[src/rtl/uart_pkg.sv]
// Shared UART definitions: transmit FSM state encoding, default byte width
// and a ceiling-log2 helper used by both the transmit and receive paths.
package uart_pkg;

   // Default character width of the link.
   localparam int UART_BYTE_W = 8;

   // Transmit-side handshake states.
   typedef enum logic [1:0] {
      ST_IDLE      = 2'd0,
      ST_LAUNCH    = 2'd1,
      ST_WAIT_BUSY = 2'd2,
      ST_WAIT_DONE = 2'd3
   } uart_tx_state_e;

   // Ceiling log2; clog2(1) = 0, clog2(16) = 4, clog2(17) = 5.
   function automatic int clog2(input int value);
      int result;
      int v;
      result = 0;
      v      = value - 1;
      while (v > 0) begin
         result = result + 1;
         v      = v >> 1;
      end
      return result;
   endfunction

endpackage

[src/rtl/uart_fifo_mem.sv]
// DEPTH x WIDTH register array for the transmit FIFO. Synchronous write
// port, asynchronous read port so the FSM can capture the head byte in the
// same cycle it decides to pop. Storage is not reset; occupancy is tracked
// by the owner of the pointers.
module uart_fifo_mem
   import uart_pkg::*;
#(
   parameter int DEPTH = 16,
   parameter int WIDTH = UART_BYTE_W
) (
   input  logic                      clk_i,
   input  logic                      we_i,
   input  logic [clog2(DEPTH)-1:0]   waddr_i,
   input  logic [WIDTH-1:0]          wdata_i,
   input  logic [clog2(DEPTH)-1:0]   raddr_i,
   output logic [WIDTH-1:0]          rdata_o
);

   logic [WIDTH-1:0] mem_q [DEPTH];

   // Write port: store the incoming byte at the write pointer.
   always_ff @(posedge clk_i) begin
      if (we_i) begin
         mem_q[waddr_i] <= wdata_i;
      end
   end

   assign rdata_o = mem_q[raddr_i];

endmodule

[src/rtl/uart_tx_fifo.sv]
// Byte FIFO between the processing block and the UART transmitter.
// Queues bytes while the transmitter is busy and releases one per frame
// using a one-cycle tx_start pulse and the tx_ready handshake.
// Optional build macro UART_TX_FIFO_HWM_EN adds a high-water mark output
// (high_water) and its clear input (hwm_clear).
module uart_tx_fifo
   import uart_pkg::*;
#(
   parameter int DEPTH        = 16,
   parameter int WIDTH        = UART_BYTE_W,
   parameter int BUSY_TIMEOUT = 4
) (
   input  logic                    clk,
   input  logic                    rst,
   input  logic                    wr_valid,
   input  logic [WIDTH-1:0]        wr_data,
   output logic                    full,
   output logic                    empty,
   output logic [clog2(DEPTH):0]   count,
   output logic                    overflow,
   input  logic                    tx_ready,
   output logic                    tx_start,
   output logic [WIDTH-1:0]        tx_data
`ifdef UART_TX_FIFO_HWM_EN
   ,
   input  logic                    hwm_clear,
   output logic [clog2(DEPTH):0]   high_water
`endif
);

   localparam int AW = clog2(DEPTH);
   localparam int CW = AW + 1;
   localparam int TW = clog2(BUSY_TIMEOUT) + 1;

   localparam logic [CW-1:0] DEPTH_C      = CW'(DEPTH);
   localparam logic [TW-1:0] TIMEOUT_LAST = TW'(BUSY_TIMEOUT - 1);

   uart_tx_state_e     state_q, state_d;
   logic [AW-1:0]      wptr_q, wptr_d;
   logic [AW-1:0]      rptr_q, rptr_d;
   logic [CW-1:0]      count_q, count_d;
   logic               overflow_q, overflow_d;
   logic [WIDTH-1:0]   tx_data_q, tx_data_d;
   logic [TW-1:0]      timer_q, timer_d;

   logic               full_w;
   logic               empty_w;
   logic               push;
   logic               pop;
   logic [WIDTH-1:0]   rd_data;

   assign full_w  = (count_q == DEPTH_C);
   assign empty_w = (count_q == '0);

   uart_fifo_mem #(
      .DEPTH (DEPTH),
      .WIDTH (WIDTH)
   ) u_mem (
      .clk_i   (clk),
      .we_i    (push),
      .waddr_i (wptr_q),
      .wdata_i (wr_data),
      .raddr_i (rptr_q),
      .rdata_o (rd_data)
   );

   // Transmit handshake: capture head byte, pulse start, wait for the
   // transmitter to go busy (or give up after BUSY_TIMEOUT), then wait idle.
   always_comb begin
      state_d   = state_q;
      timer_d   = timer_q;
      tx_data_d = tx_data_q;
      pop       = 1'b0;
      case (state_q)
         ST_IDLE: begin
            if (!empty_w && tx_ready) begin
               pop       = 1'b1;
               tx_data_d = rd_data;
               state_d   = ST_LAUNCH;
            end
         end
         ST_LAUNCH: begin
            timer_d = '0;
            state_d = ST_WAIT_BUSY;
         end
         ST_WAIT_BUSY: begin
            if (!tx_ready) begin
               state_d = ST_WAIT_DONE;
            end else if (timer_q == TIMEOUT_LAST) begin
               // Transmitter never acknowledged; treat the byte as sent.
               state_d = ST_IDLE;
            end else begin
               timer_d = timer_q + TW'(1);
            end
         end
         ST_WAIT_DONE: begin
            if (tx_ready) begin
               state_d = ST_IDLE;
            end
         end
         default: begin
            state_d = ST_IDLE;
         end
      endcase
   end

   // Pointer, occupancy and overflow bookkeeping. A write into a full FIFO
   // is still accepted when the head is leaving in the same cycle.
   always_comb begin
      push       = wr_valid && (!full_w || pop);
      wptr_d     = wptr_q;
      rptr_d     = rptr_q;
      overflow_d = overflow_q;
      if (push) begin
         wptr_d = wptr_q + AW'(1);
      end
      if (pop) begin
         rptr_d = rptr_q + AW'(1);
      end
      if (wr_valid && !push) begin
         overflow_d = 1'b1;
      end
      count_d = count_q + CW'(push) - CW'(pop);
   end

   // Control and held-byte registers; reset discards queued and held bytes.
   always_ff @(posedge clk) begin
      if (rst) begin
         state_q    <= ST_IDLE;
         wptr_q     <= '0;
         rptr_q     <= '0;
         count_q    <= '0;
         overflow_q <= 1'b0;
         tx_data_q  <= '0;
         timer_q    <= '0;
      end else begin
         state_q    <= state_d;
         wptr_q     <= wptr_d;
         rptr_q     <= rptr_d;
         count_q    <= count_d;
         overflow_q <= overflow_d;
         tx_data_q  <= tx_data_d;
         timer_q    <= timer_d;
      end
   end

   assign full     = full_w;
   assign empty    = empty_w;
   assign count    = count_q;
   assign overflow = overflow_q;
   assign tx_start = (state_q == ST_LAUNCH);
   assign tx_data  = tx_data_q;

`ifdef UART_TX_FIFO_HWM_EN
   logic [CW-1:0] hwm_q, hwm_d;

   // High-water tracking follows the occupancy value being registered this
   // edge; a clear restarts tracking from that occupancy.
   always_comb begin
      hwm_d = hwm_q;
      if (hwm_clear) begin
         hwm_d = count_d;
      end else if (count_d > hwm_q) begin
         hwm_d = count_d;
      end
   end

   // High-water register.
   always_ff @(posedge clk) begin
      if (rst) begin
         hwm_q <= '0;
      end else begin
         hwm_q <= hwm_d;
      end
   end

   assign high_water = hwm_q;
`endif

endmodule

[config.mk]
export PLATFORM = sky130hd
export DESIGN_NAME = uart_tx_fifo
export DESIGN_NICKNAME = d
export VERILOG_FILES = /design/src/rtl/uart_pkg.sv /design/src/rtl/uart_fifo_mem.sv /design/src/rtl/uart_tx_fifo.sv
export SDC_FILE = /design/constraint.sdc
export NUM_CORES = 1
export LEC_CHECK = 0
export BUFFER_PORTS_ARGS = -buffer_cell sky130_fd_sc_hd__buf_2
export CAP_MARGIN = 10
export CORE_UTILIZATION = 61
export DETAILED_ROUTE_END_ITERATION = 10
export GPL_TIMING_DRIVEN = 0
export PLACE_DENSITY = 0.82
export SLEW_MARGIN = 20
export SYNTH_ARGS = -nofsm -noshare
export SYNTH_HDL_FRONTEND = slang
export SYNTH_SLANG_ARGS = --single-unit
[constraint.sdc]
create_clock -name clk -period 3 [get_ports clk]
set_input_delay 0 -clock clk [delete_from_list [all_inputs] [get_ports clk]]
set_output_delay 0 -clock clk [all_outputs]
set_load 0.02 [all_outputs]
# Yosys cells after proc, flatten, opt, wreduce, memory -nomap -nowiden

Memories as Yosys holds them, arrays and structs flattened. A register that Yosys moved wholly into a read port is not among the register bits.
Index checks and enable logic that the tools add are counted.

Bits in writable memories: 128
Output and inout port bits: 17
Word-level logic and storage cells: 47
Flip-flop bits (word level): 19
Input port bits: 12
Memories kept: 1

Reduce and logical (&&, ||, !) cells: 13
Eq/ne operators: 10
Add/sub/neg operators: 5
Muxes and demuxes: 12

Memories:

| name        | words | bits a word | rd ports | clocked after Yosys merged registers in | wr ports | line                | text |
|---|---|---|---|---|---|---|---|
| u_mem.mem_q | 16    | 8           | 1        | 1                                       | 1        | uart_fifo_mem.sv:19 | `logic [WIDTH-1:0] mem_q [DEPTH];` |

Operator list:

| cell                                          | number |
|---|---|
| adder 4 x 1 -> 4 bit, second input constant   | 2 |
| 2-to-1 mux 2 bit                              | 4 |
| inequality test 2 bit, second input constant  | 4 |
| case mux 2 bit (4 select lines)               | 1 |
| 2-to-1 mux 3 bit                              | 2 |
| case mux 3 bit (2 select lines)               | 1 |
| AND reduction 3 bit                           | 2 |
| adder 5 x 1 -> 5 bit                          | 1 |
| == test 5 bit, second input constant          | 1 |
| logical NOT 5 bit                             | 1 |
| subtractor 5 x 1 -> 5 bit                     | 1 |
| == test 2 bit, second input constant          | 2 |
| 2-to-1 mux 1 bit                              | 4 |
| adder 3 x 1 -> 3 bit, second input constant   | 1 |
| == test 3 x 2 -> 1 bit, second input constant | 1 |
| logical AND 1 bit                             | 3 |
| logical NOT 1 bit                             | 3 |
| inequality test 3 bit, second input constant  | 1 |
| == test 2 x 1 -> 1 bit, second input constant | 1 |
| logical NOT 2 bit                             | 1 |
| AND reduction 2 bit                           | 1 |
| nonzero test 2 bit                            | 1 |
| logical OR 1 bit                              | 1 |

# Depth between registers and ports, before layout

Gate-level depths: netlist of run 1.

Depth in word-level cells: 9
Gate-level depth with buffers: 13

# Hierarchy

A second synthesis of run 1 with hierarchy kept.

Cell total of the unflattened synthesis: 364
Area, all modules: 6,239.7 um^2

By module, submodules not included:

| module        | cells an instance | area an instance (um^2) | instances |
|---|---|---|---|
| uart_fifo_mem | 221               | 4,987.3                 | 1 |
| uart_tx_fifo  | 143               | 1,252.5                 | 1 |

# Worst setup path after synthesis of run 1

Ideal clock, no wire load.

Kind: flip-flop to flip-flop
From: register count_q[3], in the netlist count[3]
To: register count_q[4], in the netlist count[4]
Required time: 2,930 ps
Stages on the path, launching flop included: 14
Arrival time: 2,772 ps
Slack: 158 ps
Cells stage by stage: dfxtp_1 -> inv_1 -> ha_1 -> or4b_1 -> clkbuf_1 -> nand2_2 -> or2_2 -> o21ai_0 -> ha_1 -> fa_1 -> a21oi_1 -> nor2_1 -> or3_1 -> a21oi_1

Cells in the longest elaborated chain, start to end: 9
Elaborated cells between the ends (all ways): 11
Classes of those cells: add/sub: 2; eq/ne: 1; mux: 2; reduce/logical: 6

Ends and longest elaborated chain:

| item                        | line                | text |
|---|---|---|
| start, declared             | uart_tx_fifo.sv:41  | `logic [CW-1:0] count_q, count_d;` |
| start signal, assigned      | uart_tx_fifo.sv:140 | `count_q <= count_d;` |
| logical NOT 5 bit           | uart_tx_fifo.sv:53  | `assign empty_w = (count_q == '0);` |
| logical NOT 1 bit           | uart_tx_fifo.sv:76  | `if (!empty_w && tx_ready) begin` |
| logical AND 1 bit           | uart_tx_fifo.sv:76  |  |
| 2-to-1 mux 1 bit            | uart_tx_fifo.sv:76  |  |
| 2-to-1 mux 1 bit            | uart_tx_fifo.sv:74  | `case (state_q)` |
| logical OR 1 bit            | uart_tx_fifo.sv:110 | `push = wr_valid && (!full_w \|\| pop);` |
| logical AND 1 bit           | uart_tx_fifo.sv:110 |  |
| adder 5 x 1 -> 5 bit        | uart_tx_fifo.sv:123 | `count_d = count_q + CW'(push) - CW'(pop);` |
| subtractor 5 x 1 -> 5 bit * | uart_tx_fifo.sv:123 |  |

Mark *: on every way between the ends. The rest lies on a longest branch, timed or not.
A chain may end at the register's enable or synchronous reset.

# Worst setup path after layout of run 1

From: register count_q[2], in the netlist count[2]
To: register count_q[4], in the netlist count[4]

Same word-level chain as after synthesis.

==> results of run 1 <==
state kept, by name, indices dropped and copies added, names as in the netlist:
register and cells:
u_mem.mem_q 128, state_q 2, tx_data 8, timer_q 3
overflow 1, wptr_q 4, rptr_q 4, count 5
timing repair:
item	4_1_cts	5_1_grt
hold buffers	11	0
setup endpoints to repair	1	1
buffers inserted	1	0
hold endpoints to repair	137	0
resized for setup	0	2
power by group through the flow:
stage	Clock, mW	Sequential (mW)	Combinational [mW]
floorplan	0	2.65	0.748
global placement	0	2.58	1.11
detailed placement	0	2.59	1.15
CTS	1.91	2.55	1.19
global route	2.00	2.57	1.28
finish	1.91	2.55	1.19
how the worst min path moves through the flow:
stage,start,to,cells after the start
final,tx_ready,timer_q[1],4
after floorplan,wr_data[0],u_mem.mem_q[0][0],0
after global placement,wr_valid,overflow,3
after detailed placement,wr_valid,overflow,3
after global routing,tx_ready,timer_q[1],4
after CTS,wr_valid,overflow,4
layout by cell type, fill, tap and decap left out, types with 9 or more instances in the layout:
cell	instances
nor2_1	14
buf_2	33
dlygate4sd3_1	11
and3_1	15
ha_1	12
a21oi_1	9
dfxtp_1	27
mux4_2	32
inv_1	9
clkbuf_16	16
edfxtp_1	128
mux2i_1	17
final cells by class:
cell class / count / area (um^2)
Fill cell: 616 / 2650
Multi-Input combinational cell: 164 / 1730
Clock buffer: 17 / 414
Buffer: 16 / 71.3
Tap cell: 133 / 166
Inverter: 9 / 33.8
Clock inverter: 15 / 115
Timing Repair Buffer: 40 / 258
Sequential cell: 155 / 4380
layer usage:
layer,GRT usage (%),vias up,share of wire [%]
li1,-,1490,-
met1,34.6,1716,41
met2,42.0,166,50
met3,7.05,26,7.8
met4,10.9,0,2.0
met5,0,-,0
cell families (layout without fill, tap and decap cells):
group | count (synthesis) | in the layout | synth area share (%)
xor+xnor | 8 | 8 | 1.13
fa+ha+maj | 13 | 13 | 2.74
simple gates | 69 | 69 | 6.61
buf+inv | 26 | 97 | 1.75
mux | 50 | 50 | 14.5
compound gates | 24 | 24 | 2.60
flops | 155 | 155 | 70.6
per-stage QoR:
| step | setup WS, ns | setup TNS, ns | power, mW |
|---|---|---|---|
| 6_report | 0.181 | 0 | 5.65 |
| 5_1_grt | 0.0558 | 0 | 5.85 |
| 4_1_cts | 0.0269 | 0 | 5.64 |
| 3_5_place_dp | -0.00977 | -0.00977 | 3.74 |
| 3_3_place_gp | 0.0487 | 0 | 3.69 |
| 2_1_floorplan | 0.158 | 0 | 3.40 |
worst reg2reg max path, stage by stage, from the launching register on:
cell and delay, ns:
dfxtp_1 0.33, inv_1 0.09, ha_1 0.15, or4b_4 0.51, nand2_2 0.09, or2_2 0.14, o21ai_0 0.11, ha_1 0.25
fa_2 0.38, a21oi_1 0.15, nor2_1 0.07, or3_1 0.34, a21oi_1 0.13
==> impl_metrics.csv, run 1 <==
group,metric,value,unit
sta,relSlewSlack,42.9,%
power_and_ir_drop,ir_worst_vdd,0.000369,V
setup_path,cp_num_buf_inv,1,
synthesis,synth_cell_types,39,
synthesis,synth_area_leaders,"edfxtp_1, mux4_2, dfxtp_1",
clocking,cts-root-buf,"clkbuf_8",
placement,placed_area,0.00652,mm^2
power_and_ir_drop,switching_share,29.1,%
finish,fin_util,73.0,%
clocking,h-tree-depth,4,
power_and_ir_drop,power_density,788,mW/mm^2
sta,hold_violations,0,
finish,antennaDiodeCount,0,
clocking,clk_pin_slew,0.06,ns
grt,grt_max_degree,17,
setup_path,cp_slowest_cell,"or4b_4",
setup_path,cp_data_required_time,3.46,ns
sta,layout_min_cycle_time,2.82,ns
synthesis,syn_area_per_cell,18.0,um^2
clocking,cts_tree,"yes",
outcome,status,"completed",
placement,place_inst,506,
detailed_routing,vias,3398,
setup_path,crit_family,"simple AND/OR/NAND/NOR gates",
setup_path,cp-startpoint,"count[2]",
synthesis,async_flop_share,0,%
setup_path,endpoint,"count[4]",
synthesis,synthesis.nets,370,
detailed_routing,drtAntennaViolNets,0,
power_and_ir_drop,power.switching,1.65,mW
synthesis,synth_top_flop_cell,"edfxtp_1",
finish,syn2layout_area_growth,15.5,%
sta,max_clock_freq,355,MHz
grt,grt_pass1_vias,3379,
grt,grt_pass1_wl,18.9,mm
setup_path,arrival,3.28,ns
setup_path,path_depth,12,
setup_path,cpPeakStageDelay,0.51,ns
setup_path,path_cells,"inv_1, ha_1, or4b_4, nand2_2, or2_2, o21ai_0, ha_1, fa_2, a21oi_1, nor2_1, or3_1, a21oi_1",
hold_path,min_path_type,"in -> reg",
synthesis,yosys.area.top_type_share,61.9,%
setup_path,rr_endpoint,"count[4]",
floorplanning,start_util,63.2,%
sta,fin_crit_sh,94.0,%
setup_path,ff2ff_path_depth,12,
grt,grt_remaining_overflow,0,
power_and_ir_drop,p_seq_share,45.2,%
setup_path,end_kind,"register",
power_and_ir_drop,comb_power_share,21.1,%
floorplanning,die_h,103,um
finish,final_nets,428,
grt,grt_use_total,26.3,%
synthesis,synth_seq_cells,155,
floorplanning,row_count,36,
detailed_routing,drc,0,
floorplanning,pin_count,29,
floorplanning,die-area,0.0106,mm^2
setup_path,rrSetupSlack,0.18,ns
synthesis,synth_warnings,0,
sta,worst_slew_pin_slew,0.857,ns
setup_path,worst-path-max-fanout,6,
clocking,numCtsBuffers,17,
clocking,clock_sinks,155,
setup_path,r2r_start,"count[2]",
clocking,clockBufferDepth,2,
sta,setup_viol_count_final,0,
sta,whs,0.333,ns
sta,clock_skew,0.00558,ns
setup_path,timing_worst_setup_path_type,"reg -> reg",
detailed_routing,routed_wl,12.5,mm
placement,routabilityCongestion,0.812,
floorplanning,core_area,0.00982,mm^2
detailed_routing,drtPass1Iterations,5,
floorplanning,die_x,103,um
sta,rsz0062_at_grt,"no",
finish,fin_area,0.00717,mm^2
synthesis,syn_area,0.00621,mm^2
detailed_routing,post_drt_via_cell_ratio,6.19,
synthesis,syn_inst,345,
sta,report.final.slew_viol_count,0,
placement,dpl.hpwl,8.07,mm
grt,grt_antenna_before_repair,0,
setup_path,start_kind,"register",
job,maxCapViolCount,0,
finish,layoutNonFillerInstCount,549,
power_and_ir_drop,p_leak,2.48,nW
synthesis,yosysMostFrequentCell,"edfxtp_1",
power_and_ir_drop,clockPowerShare,33.8,%
placement,portBuffers,28,
detailed_routing,wl_per_cell,22.9,um
clocking,insertion_delay,0.53,ns
synthesis,synth_commonest_cells,"edfxtp_1, mux4_2, dfxtp_1",
finish,layout-drive-gt1-share,26.0,%
synthesis,synth_top_area_cell,"edfxtp_1",
power_and_ir_drop,power.internal,4.00,mW
synthesis,synth_edf_count,128,
synthesis,yosysSeqAreaShare,70.6,%
detailed_routing,drtIter0Drc,276,
Note: power is estimated with default switching activity, not from simulation.
==> run 2, diff against run 1 <==
--- a/config.mk
+++ b/config.mk
@@ -7,10 +7,10 @@
 export LEC_CHECK = 0
 export BUFFER_PORTS_ARGS = -buffer_cell sky130_fd_sc_hd__buf_2
 export CAP_MARGIN = 10
-export CORE_UTILIZATION = 61
+export CORE_UTILIZATION = 55
 export DETAILED_ROUTE_END_ITERATION = 10
 export GPL_TIMING_DRIVEN = 0
-export PLACE_DENSITY = 0.82
+export PLACE_DENSITY = 0.78
 export SLEW_MARGIN = 20
 export SYNTH_ARGS = -nofsm -noshare
 export SYNTH_HDL_FRONTEND = slang
==> constraint.sdc (replaced) <==
create_clock -name clk -period 2.25 [get_ports clk]
set_input_delay 0 -clock clk [delete_from_list [all_inputs] [get_ports clk]]
set_output_delay 0 -clock clk [all_outputs]
set_load 0.02 [all_outputs]
==> run 2 against run 1 <==
  * The run now ends with negative setup slack left
  * Setup slack worse by 0.56 ns
  * Cell count up 4.2%
  * Critical endpoint unchanged
  * Largest cell class unchanged
  * First-iteration DRC count up 40%
  * Flip-flop and latch count unchanged
  * Critical path depth is the same
  * Worst hold slack got worse by 0.28 ns
  * Register-to-register slack worse by 0.56 ns
  * Utilization down 4.3 points
  * Sequential power rose by 34%
  * Largest power group unchanged
==> impl_metrics.csv, run 2 (same netlist as run 1, synthesis figures left out) <==
group,metric,value,unit
clocking,cts-root-buf,"clkbuf_16",
detailed_routing,drtAntennaViolNets,0,
detailed_routing,wl_met1,5.28,mm
power_and_ir_drop,p_seq_share,40.8,%
finish,fill_cells,693,
power_and_ir_drop,switching_share,26.8,%
sta,hold_violations,0,
detailed_routing,wl_per_cell,22.3,um
finish,layoutNonFillerInstCount,572,
sta,rsz0062_at_grt,"yes",
grt,grt_pass1_wl,19.4,mm
power_and_ir_drop,power.internal,6.13,mW
hold_path,worstHoldPathCells,4,
outcome,failed_checks,"negative setup slack",
detailed_routing,met3_length,717,um
power_and_ir_drop,ir_worst_vdd,0.000699,V
finish,layout-drive-gt1-share,34.0,%
grt,grt_pass1_vias,3412,
clocking,clock_sinks,155,
power_and_ir_drop,p_leak,2.62,nW
outcome,status,"finished with violations",
floorplanning,die-area,0.0117,mm^2
sta,setup_viol_count_final,4,
sta,report.final.slew_viol_count,0,
setup_path,worst-path-max-fanout,2,
power_and_ir_drop,clockPowerShare,36.8,%
sta,worst_slew_pin_slew,0.846,ns
placement,portBuffers,28,
power_and_ir_drop,power_density,1120,mW/mm^2
placement,dpl.hpwl,7.59,mm
finish,antennaDiodeCount,0,
setup_path,cp_data_required_time,2.59,ns
detailed_routing,routed_wl,12.7,mm
finish,regMostFlops,"u_mem.mem_q",
sta,fin_crit_sh,117,%
floorplanning,start_util,56.8,%
placement,routabilityCongestion,0.796,
sta,clock_skew,0.00704,ns
job,maxCapViolCount,0,
sta,layout_setup_ws,-0.377,ns
setup_path,timing_worst_setup_path_type,"reg -> reg",
detailed_routing,drtPass1Iterations,5,
detailed_routing,drtIter0Drc,386,
floorplanning,row_count,38,
grt,grt_remaining_overflow,0,
floorplanning,die_h,108,um
finish,largest_register_ffs,128,
finish,final_common_cell,"edfxtp_1",
finish,final_cell_mix,"edfxtp_1, mux4_2, buf_2, dfxtp_1",
grt,grt_max_degree,17,
setup_path,arrival,2.97,ns
floorplanning,core_area,0.0109,mm^2
hold_path,min_path_type,"in -> reg",
clocking,insertion_delay,0.42,ns
setup_path,end_kind,"register",
clocking,clk_pin_slew,0.06,ns
clocking,h-tree-depth,4,
power_and_ir_drop,finalPower,8.38,mW
detailed_routing,drc,0,
finish,syn2layout_area_growth,21.0,%
clocking,clockBufferDepth,2,
setup_path,path_cells,"inv_4, ha_4, or4b_4, nand2_8, or2_4, o21ai_2, ha_2, fa_2, a21oi_2, nor2_1, or3_1, a21oi_1",
placement,place_inst,513,
power_and_ir_drop,power.switching,2.25,mW
floorplanning,pin_count,29,
sta,relSlewSlack,43.6,%
sta,layout_min_cycle_time,2.63,ns
setup_path,start_kind,"register",
power_and_ir_drop,comb_power_share,22.4,%
setup_path,ff2ff_path_depth,12,
grt,grt_use_total,24.1,%
detailed_routing,route.met2.wl,6.39,mm
setup_path,cp_slowest_cell,"or4b_4",
finish,final_nets,444,
detailed_routing,post_drt_via_cell_ratio,5.98,
detailed_routing,highest_layer,"met4",
setup_path,cpPeakStageDelay,0.51,ns
grt,grt_antenna_before_repair,0,
detailed_routing,vias,3420,
clocking,numCtsBuffers,17,
clocking,cts_tree,"yes",
finish,fin_util,68.7,%
floorplanning,die_x,108,um
sta,max_clock_freq,381,MHz
run 2: changes by cell type in the layout (fill, tap and decap cells not counted), moves of 3 or more:
| cell | previous run | this run |
|---|---|---|
| bufinv_16 | 0 | 5 |
| and3_1 | 15 | 5 |
| and3_2 | 0 | 9 |
| clkbuf_2 | 1 | 5 |
| clkinv_2 | 3 | 0 |
| buf_4 | 2 | 17 |
| inv_6 | 5 | 2 |
run 2: cell type report:
type / instances / area [um^2] / area share, %
Timing Repair Buffer: 56 / 385 / 5.13
Inverter: 9 / 38.8 / 0.516
Clock inverter: 14 / 216 / 2.88
Multi-Input combinational cell: 164 / 1790 / 23.9
Buffer: 16 / 81.3 / 1.08
Clock buffer: 18 / 429 / 5.71
Sequential cell: 155 / 4390 / 58.5
Tap cell: 140 / 175 / 2.33
run 2: worst max-delay path, delay by kind of cell (launching register included):
family / cells / cell delay (ns)
AOI/OAI and AO/OA: 3 / 0.32
adders and majority gates: 3 / 0.70
and+or+nand+nor: 5 / 1.12
DFF: 1 / 0.36
buffers and inverters: 1 / 0.06
run 2: path summary, 6_finish.rpt:
kind         slack (ns)         end        from
max reg2reg       -0.38    count[4]    count[2]
min                0.05  timer_q[0]    tx_ready
max               -0.38    count[4]    count[2]
min reg2reg        0.48  timer_q[1]  timer_q[1]
run 2: power groups by stage:
stage	combinational, mW	sequential (mW)	clock [mW]
after floorplan	1.03	3.55	0
after global placement	1.53	3.45	0
after detailed placement	1.56	3.46	0
after CTS	1.82	3.40	3.11
after global routing	2.01	3.43	3.23
final	1.88	3.41	3.08
run 2: through the flow:
stage / setup TNS (ns) / cell area (um^2) / hold WS [ns] / setup WS (ns)
4_1_cts: -0.938 / 7450 / 0.0387 / -0.385
5_1_grt: -1.33 / 7510 / 0.0924 / -0.454
3_3_place_gp: -1.91 / 6550 / 0.309 / -0.506
3_5_place_dp: -2.31 / 6550 / 0.321 / -0.540
2_1_floorplan: -0.459 / 6230 / 0.0989 / -0.386
6_report: -0.998 / 7510 / 0.0481 / -0.377
run 2: what timing repair did:
action                                  in CTS  in global routing
buffers inserted                            11                  7
endpoints found under the hold margin      123                  0
pin swaps                                    6                  6
hold buffers                                11                  0
endpoints found under the setup margin      86                 99
resized for setup                           24                  8
run 2: metal layers:
| layer | vias up | GRT usage [%] |
|---|---|---|
| met5 | - | 0 |
| met4 | 0 | 12.0 |
| met3 | 32 | 5.06 |
| met2 | 131 | 37.7 |
| met1 | 1736 | 32.2 |
| li1 | 1521 | - |
